`config.mk`:
```
export PLATFORM = sky130hd
export DESIGN_NAME = wb_cmd_master
export DESIGN_NICKNAME = d
export VERILOG_FILES = /design/src/rtl/wb_pkg.sv /design/src/rtl/wb_cmd_master.sv
export SDC_FILE = /design/constraint.sdc
export NUM_CORES = 1
export LEC_CHECK = 0
export CORE_MARGIN = 2
export CORE_UTILIZATION = 40
export DETAILED_ROUTE_END_ITERATION = 16
export PLACE_DENSITY = 0.83
export SLEW_MARGIN = 40
export SYNTH_ARGS = -nofsm -noshare
export SYNTH_HDL_FRONTEND = slang
export SYNTH_SLANG_ARGS = --single-unit
```
`constraint.sdc`:
```
create_clock -name i_clk -period 2.15 [get_ports i_clk]
set_input_delay 0.3225 -clock i_clk [delete_from_list [all_inputs] [get_ports i_clk]]
set_output_delay 0.3225 -clock i_clk [all_outputs]
set_load 0.03 [all_outputs]
```
`src/rtl/wb_pkg.sv`:
```
`default_nettype none
// ============================================================================
//  Module   : wb_pkg
//  Purpose  : Shared definitions for the Wishbone command master: response
//             status codes and the initiator state encoding.
//  Contents : WB_OK / WB_ERR / WB_RTY_EXH / WB_TIMEOUT status codes,
//             wb_state_e (IDLE, BUS, GAP).
//  Revision : 1.0 - initial release
// ============================================================================
package wb_pkg;

   // Response status codes reported on rsp_status
   localparam logic [1:0] WB_OK      = 2'd0;
   localparam logic [1:0] WB_ERR     = 2'd1;
   localparam logic [1:0] WB_RTY_EXH = 2'd2;
   localparam logic [1:0] WB_TIMEOUT = 2'd3;

   // Initiator states
   typedef enum logic [1:0] {
      ST_IDLE = 2'd0,
      ST_BUS  = 2'd1,
      ST_GAP  = 2'd2
   } wb_state_e;

endpackage : wb_pkg
`default_nettype wire

```
`src/rtl/wb_cmd_master.sv`:
```
`default_nettype none
// ============================================================================
//  Module   : wb_cmd_master
//  Purpose  : Wishbone classic single-transfer initiator. Takes one read or
//             write command on a valid/ready port, runs it as a Wishbone
//             cycle with a per-attempt timeout and RTY re-issue, and returns
//             read data plus a status code as a one-cycle response pulse.
//  Ports    : i_clk, i_rst_n          clock, async active-low reset
//             cmd_valid/cmd_ready      command handshake (ready == idle)
//             cmd_we/adr/dat/sel       command fields
//             rsp_valid/dat/status     one-cycle response, fields hold
//             wb_*                     Wishbone classic initiator port
//  Revision : 1.0 - initial release
// ============================================================================
module wb_cmd_master
   import wb_pkg::*;
#(
   parameter int DATA_WIDTH     = 32,
   parameter int ADDR_WIDTH     = 6,
   parameter int SELECT_WIDTH   = DATA_WIDTH / 8,
   parameter int TIMEOUT_CYCLES = 16,
   parameter int MAX_RETRY      = 3
) (
   input  logic                    i_clk,
   input  logic                    i_rst_n,
   // command port
   input  logic                    cmd_valid,
   output logic                    cmd_ready,
   input  logic                    cmd_we,
   input  logic [ADDR_WIDTH-1:0]   cmd_adr,
   input  logic [DATA_WIDTH-1:0]   cmd_dat,
   input  logic [SELECT_WIDTH-1:0] cmd_sel,
   // response port
   output logic                    rsp_valid,
   output logic [DATA_WIDTH-1:0]   rsp_dat,
   output logic [1:0]              rsp_status,
   // Wishbone initiator
   output logic [ADDR_WIDTH-1:0]   wb_adr_o,
   output logic [DATA_WIDTH-1:0]   wb_dat_o,
   input  logic [DATA_WIDTH-1:0]   wb_dat_i,
   output logic                    wb_we_o,
   output logic [SELECT_WIDTH-1:0] wb_sel_o,
   output logic                    wb_stb_o,
   output logic                    wb_cyc_o,
   input  logic                    wb_ack_i,
   input  logic                    wb_err_i,
   input  logic                    wb_rty_i
);

   localparam int TMR_W = $clog2(TIMEOUT_CYCLES + 1);
   // A zero-retry build still needs a 1-bit counter to keep the logic legal
   localparam int RTY_W = (MAX_RETRY > 0) ? $clog2(MAX_RETRY + 1) : 1;

   localparam logic [TMR_W-1:0] TMR_LAST = TMR_W'(TIMEOUT_CYCLES - 1);
   localparam logic [RTY_W-1:0] RTY_MAX  = RTY_W'(MAX_RETRY);

   wb_state_e                 state_q,      state_d;
   logic [ADDR_WIDTH-1:0]     adr_q,        adr_d;
   logic [DATA_WIDTH-1:0]     dat_q,        dat_d;
   logic [SELECT_WIDTH-1:0]   sel_q,        sel_d;
   logic                      we_q,         we_d;
   logic [TMR_W-1:0]          timer_q,      timer_d;
   logic [RTY_W-1:0]          retry_q,      retry_d;
   logic                      rsp_valid_q,  rsp_valid_d;
   logic [DATA_WIDTH-1:0]     rsp_dat_q,    rsp_dat_d;
   logic [1:0]                rsp_status_q, rsp_status_d;

   // ------------------------------------------------------------------------
   // State and datapath registers
   // ------------------------------------------------------------------------
   always_ff @(posedge i_clk or negedge i_rst_n) begin
      if (!i_rst_n) begin
         state_q      <= ST_IDLE;
         adr_q        <= '0;
         dat_q        <= '0;
         sel_q        <= '0;
         we_q         <= 1'b0;
         timer_q      <= '0;
         retry_q      <= '0;
         rsp_valid_q  <= 1'b0;
         rsp_dat_q    <= '0;
         rsp_status_q <= WB_OK;
      end else begin
         state_q      <= state_d;
         adr_q        <= adr_d;
         dat_q        <= dat_d;
         sel_q        <= sel_d;
         we_q         <= we_d;
         timer_q      <= timer_d;
         retry_q      <= retry_d;
         rsp_valid_q  <= rsp_valid_d;
         rsp_dat_q    <= rsp_dat_d;
         rsp_status_q <= rsp_status_d;
      end
   end

   // ------------------------------------------------------------------------
   // Next-state logic
   // ------------------------------------------------------------------------
   always_comb begin
      state_d      = state_q;
      adr_d        = adr_q;
      dat_d        = dat_q;
      sel_d        = sel_q;
      we_d         = we_q;
      timer_d      = timer_q;
      retry_d      = retry_q;
      rsp_valid_d  = 1'b0;
      rsp_dat_d    = rsp_dat_q;
      rsp_status_d = rsp_status_q;

      case (state_q)
         ST_IDLE: begin
            if (cmd_valid) begin
               adr_d   = cmd_adr;
               dat_d   = cmd_dat;
               sel_d   = cmd_sel;
               we_d    = cmd_we;
               timer_d = '0;
               retry_d = '0;
               state_d = ST_BUS;
            end
         end

         ST_BUS: begin
            // err outranks rty, which outranks ack
            if (wb_err_i) begin
               state_d      = ST_IDLE;
               rsp_valid_d  = 1'b1;
               rsp_status_d = WB_ERR;
               rsp_dat_d    = '0;
            end else if (wb_rty_i) begin
               if (retry_q == RTY_MAX) begin
                  state_d      = ST_IDLE;
                  rsp_valid_d  = 1'b1;
                  rsp_status_d = WB_RTY_EXH;
                  rsp_dat_d    = '0;
               end else begin
                  retry_d = retry_q + RTY_W'(1);
                  state_d = ST_GAP;
               end
            end else if (wb_ack_i) begin
               state_d      = ST_IDLE;
               rsp_valid_d  = 1'b1;
               rsp_status_d = WB_OK;
               rsp_dat_d    = we_q ? '0 : wb_dat_i;
            end else if (timer_q == TMR_LAST) begin
               // timer counts 0..TIMEOUT_CYCLES-1, one value per BUS cycle
               state_d      = ST_IDLE;
               rsp_valid_d  = 1'b1;
               rsp_status_d = WB_TIMEOUT;
               rsp_dat_d    = '0;
            end else begin
               timer_d = timer_q + TMR_W'(1);
            end
         end

         ST_GAP: begin
            timer_d = '0;
            state_d = ST_BUS;
         end

         default: begin
            state_d = ST_IDLE;
         end
      endcase
   end

   // ------------------------------------------------------------------------
   // Outputs: cyc/stb decode straight from state so reset drops them at once
   // ------------------------------------------------------------------------
   assign cmd_ready  = (state_q == ST_IDLE);
   assign wb_cyc_o   = (state_q == ST_BUS);
   assign wb_stb_o   = (state_q == ST_BUS);
   assign wb_adr_o   = adr_q;
   assign wb_dat_o   = dat_q;
   assign wb_sel_o   = sel_q;
   assign wb_we_o    = we_q;
   assign rsp_valid  = rsp_valid_q;
   assign rsp_dat    = rsp_dat_q;
   assign rsp_status = rsp_status_q;

endmodule : wb_cmd_master
`default_nettype wire

```
-- Word-level counts from Yosys, hierarchy flattened
Index checks and enable logic that the tools add are counted.
- output and inout bits: 81
- bits in latches: 0
- memory bits (writable): 0
- flip-flop bits (word level): 87
- bits in read-only memories: 0
- word-level logic and storage cells: 69
- memories kept: 0
- div/mod/pow operators: 0
- $add $sub $neg: 2
- bitwise operators: 0
- mux-type cells: 35
- order comparisons: 0
- $mul: 0
- reduce and logical (&&, ||, !) cells: 9
- equal/unequal tests: 13
- shift operators: 0
- operators by type and width (cell ; number):
    two-way mux 32 bit ; 6
    two-way mux 2 bit ; 15
    two-way mux 5 bit ; 5
    case mux 5 bit (3 select lines) ; 1
    != test 2 bit, second input constant ; 6
    two-way mux 1 bit ; 6
    case mux 2 bit (3 select lines) ; 1
    AND reduction 6 bit ; 1
    adder 5 x 1 -> 5 bit, second input constant ; 1
    == test 5 x 4 -> 1 bit, second input constant ; 1
    != test 5 x 1 -> 1 bit, second input constant ; 1
    AND reduction 5 bit ; 1
    == test 2 bit, second input constant ; 2
    case mux 2 bit (2 select lines) ; 1
    AND reduction 2 bit ; 2
    nonzero test 4 bit ; 1
    != test 3 x 2 -> 1 bit, second input constant ; 1
    AND reduction 3 bit ; 1
    nonzero test 3 bit ; 1
    adder 2 x 1 -> 2 bit, second input constant ; 1
    == test 2 x 1 -> 1 bit, second input constant ; 1
    zero test 2 bit ; 1
    != test 2 x 1 -> 1 bit, second input constant ; 1
    nonzero test 2 bit ; 1

-- Logic depth before layout (Yosys ltp)
- word-level depth: 6
- depth in mapped cells: 8
- gate-level depth less buffers: 6

-- Worst setup path after synthesis
OpenSTA, ideal clock, no wires.
- path type: reg-to-reg
- start: register timer_q[0]
- end: register timer_q[3]
- library setup time: 69 ps
- setup slack: 191 ps
- data arrival time: 1890 ps
- stages on the path, launching flop included: 7
- path through: dfrtp_1 ha_1 and3_1 ha_1 or4_4 or4_1 nand3_1
- cells in the longest elaborated chain, start to end: 6
- elaborated cells between the ends (all ways): 9
- those cells by class: add/sub: 1; eq/ne: 2; mux: 5; reduce/logical: 1
- ends and longest elaborated chain (element ; line ; text):
    start, declared ; wb_cmd_master.sv:62 ; logic [TMR_W-1:0] timer_q, timer_d;
    start signal, assigned ; wb_cmd_master.sv:89 ; timer_q <= timer_d;
    adder 5 x 1 -> 5 bit ; wb_cmd_master.sv:154 ; timer_d = timer_q + TMR_W'(1);
    two-way mux 5 bit ; wb_cmd_master.sv:147 ; end else if (timer_q == TMR_LAST) begin
    two-way mux 5 bit ; wb_cmd_master.sv:142 ; end else if (wb_ack_i) begin
    two-way mux 5 bit ; wb_cmd_master.sv:132 ; end else if (wb_rty_i) begin
    two-way mux 5 bit ; wb_cmd_master.sv:127 ; if (wb_err_i) begin
    case mux 5 bit (3 select lines) ; wb_cmd_master.sv:112 ; case (state_q)
Several ways; a longest one is shown, not always the timed one. The select of a mux whose other input is x is not followed.
A chain may end at the register's enable or synchronous reset.

-- Worst setup path after layout
Ends and elaborated chain as after synthesis.

==> reports/qor.yml <==
status: "finished, final reports clean"
clockPowerShare: 0.180
period_share: 0.959
synth_edf_count: 0
cts.sinks: 87
ys_types: 34
finalMaxSlewViolations: 0
ys.flop_type: "dfrtp_1"
worstSkewPairLatency_ns: 0.34
setup-tns-final_ns: 0
wl_per_cell_um: 14.9
synth_top_cell_by_area: "dfrtp_1"
cpLargestDelayFamily: "simple AND/OR/NAND/NOR gates"
routed-via-count: 2762
max_freq_mhz: 485
grt_max_degree: 45
rsz0062_at_grt: "false"
fin_skew_ns: 0.00943
routed_wl_mm: 8.58
synth_simple_gate_area_frac: 0.0688
synth_xor_area_frac: 0
rr_worst_depth: 6
hpwl_mm: 6.41
nNetsFinal: 548
diodes: 0
path_max_fanout: 5
rows: 34
async_flop_share: 1.00
slew-limit-headroom: 0.624
synth_area_leaders: "dfrtp_1 (59%), mux2_2 (14%), mux2i_1 (9.0%)"
critPathRequiredTime_ns: 2.42
r2r-start: "timer_q[0]"
p_switching_uw: 2850
synth_top_family_by_area: "multiplexers"
grtUsageTotal: 0.178
finalSetupViolations: 0
timing_worst_setup_path_type: "reg2reg"
core_area_mm2: 0.00881
netlist.area_leader.share: 0.593
synth_fp_nets: 376
gr-total-overflow: 0
globalplace.congestion: 0.795
p_int_uw: 4750
ant_nets: 0
finalHoldViolCount: 0
peakVddDrop_v: 0.000894
maxCapViolCount: 0
ys_seq_area_frac: 0.593
path_buf_inv: 0
area_growth_pct: 57.1
port_buffers: 161
cts-buffers-inserted: 9
timing.rr.end: "timer_q[3]"
p_per_area_mw_per_mm2: 1320
grt_antenna_before_repair: 0
synth_compound_area_frac: 0.0303
num_io_pins: 162
fill_cells: 688
cts_buffer_depth: 2
arrival_ns: 2.33
tightest_slew_ns: 0.565
slowest_stage: "or4_4"
final_layout_size_suffix_gt1_frac: 0.175
initial_core_util: 0.417
hp-class: "in2async"
cpPeakStageDelay_ns: 0.49
die-area_mm2: 0.00996
synth_cells: 292
switching_share: 0.375
cts_tree: "yes"
drc: 0
viasPerCell: 4.79
place_area_mm2: 0.00549
grt_pass1_vias: 2890
p_seq_frac: 0.330
final_cell_mix: "clkdlybuf4s50_1 (158), dfrtp_1 (87), mux2_2 (46)"
post-route-min-period_ns: 2.06
dieHeight_um: 99.8
die_x_um: 99.8
syn_area_per_cell_um2: 12.6
crit_path_frequent_cell: "or4_4"
ys_ff_latch: 87
clkTransAtPathRegs_ns: 0.09
cellLeakagePower_uw: 0.00242
cts_max_level: 3
final_area_mm2: 0.00577
drt_first_pass_iters: 4
synthesis.area_mm2: 0.00367
drt-initial-drc-count: 59
path_cells: "ha_2, and3_1, ha_1, or4_4, or4_4, nand3_1"
synthMuxAreaShare: 0.231
cp-start-kind: "flip-flop"
grt_pass1_wl_mm: 14.0
pwr-share-comb: 0.489
endpoint_kind: "flip-flop"
synth_fa_ha_area_frac: 0.0102
final_common_cell: "clkdlybuf4s50_1"
ys_warn_count: 0
r2r_setup_slack_ns: 0.09
cp-startpoint: "timer_q[0]"
clockRootBuffer: "clkbuf_8"
stage by stage:
stage                     hold slack (ns)  cells  setup WS, ns   util  total power [uW]
after floorplan                    0.0269    292         0.191      -              4660
after global placement              0.351    559         0.118  0.624              6170
after detailed placement            0.358    559        0.0144  0.624              6280
after CTS                           0.511    576        0.0132  0.653              7670
after global routing                0.522    577       0.00880  0.655              7970
final                               0.509    577        0.0891  0.655              7600
final cells by class:
class / instances / area, um2 / area share
tap: 108 / 135 / 0.0234
clock buffer: 11 / 141 / 0.0245
sequential: 87 / 2180 / 0.377
clock inverter: 5 / 105 / 0.0182
multi-input combinational: 149 / 1280 / 0.221
timing repair buffer: 176 / 1780 / 0.308
inverter: 41 / 154 / 0.0267
power groups by stage:
stage | logic (uW) | registers, uW | clock network (uW)
3_3_place_gp | 3660 | 2510 | 0
3_5_place_dp | 3730 | 2540 | 0
2_1_floorplan | 1120 | 3540 | 0
5_1_grt | 3910 | 2580 | 1480
4_1_cts | 3740 | 2520 | 1410
6_report | 3720 | 2510 | 1370
layer usage:
layer  GRT usage  part of all wire
met4      0.0674             0.013
met2       0.279              0.48
met1       0.224              0.42
met5           0                 0
met3      0.0682             0.096
synthesized netlist by cell type, types with 2 or more instances:
library cell and count:
nand3_1 2, clkbuf_1 5, dfrtp_1 87, o21ai_0 2, o22ai_1 3, nor2_1 2
nand2_1 34, buf_2 6, ha_1 3, buf_6 3, a21oi_1 2, a31oi_1 2
mux2i_1 33, inv_1 41, mux2_2 46, nor3b_1 3
cells by family after synthesis:
kind of cell / Yosys count
simple gates: 51
fa+ha+maj: 3
flops: 87
compound gates: 16
mux: 79
buf+inv: 56
flip-flops by register name, indices dropped and copies added (netlist names):
register / count
rsp_dat: 32
state_q: 2
wb_sel_o: 4
rsp_valid: 1
wb_dat_o: 32
retry_q: 2
timer_q: 5
wb_we_o: 1
rsp_status: 2
wb_adr_o: 6
repair_timing:
item	4_1_cts	5_1_grt
hold buffers	1	0
endpoints found under the setup margin	0	8
gates resized for setup	0	4
hold endpoints to repair	43	0
setup buffers	0	1
worst max-delay path by stage:
stage	to	slack [ns]	cells past startpoint
2_1_floorplan	timer_q[3]	0.19	6
3_3_place_gp	timer_q[3]	0.12	4
3_5_place_dp	rsp_dat[3]	0.01	6
4_1_cts	wb_stb_o	0.01	3
5_1_grt	timer_q[3]	0.009	6
6_report	timer_q[3]	0.09	6
No activity file was read; power rests on OpenSTA's default activity.
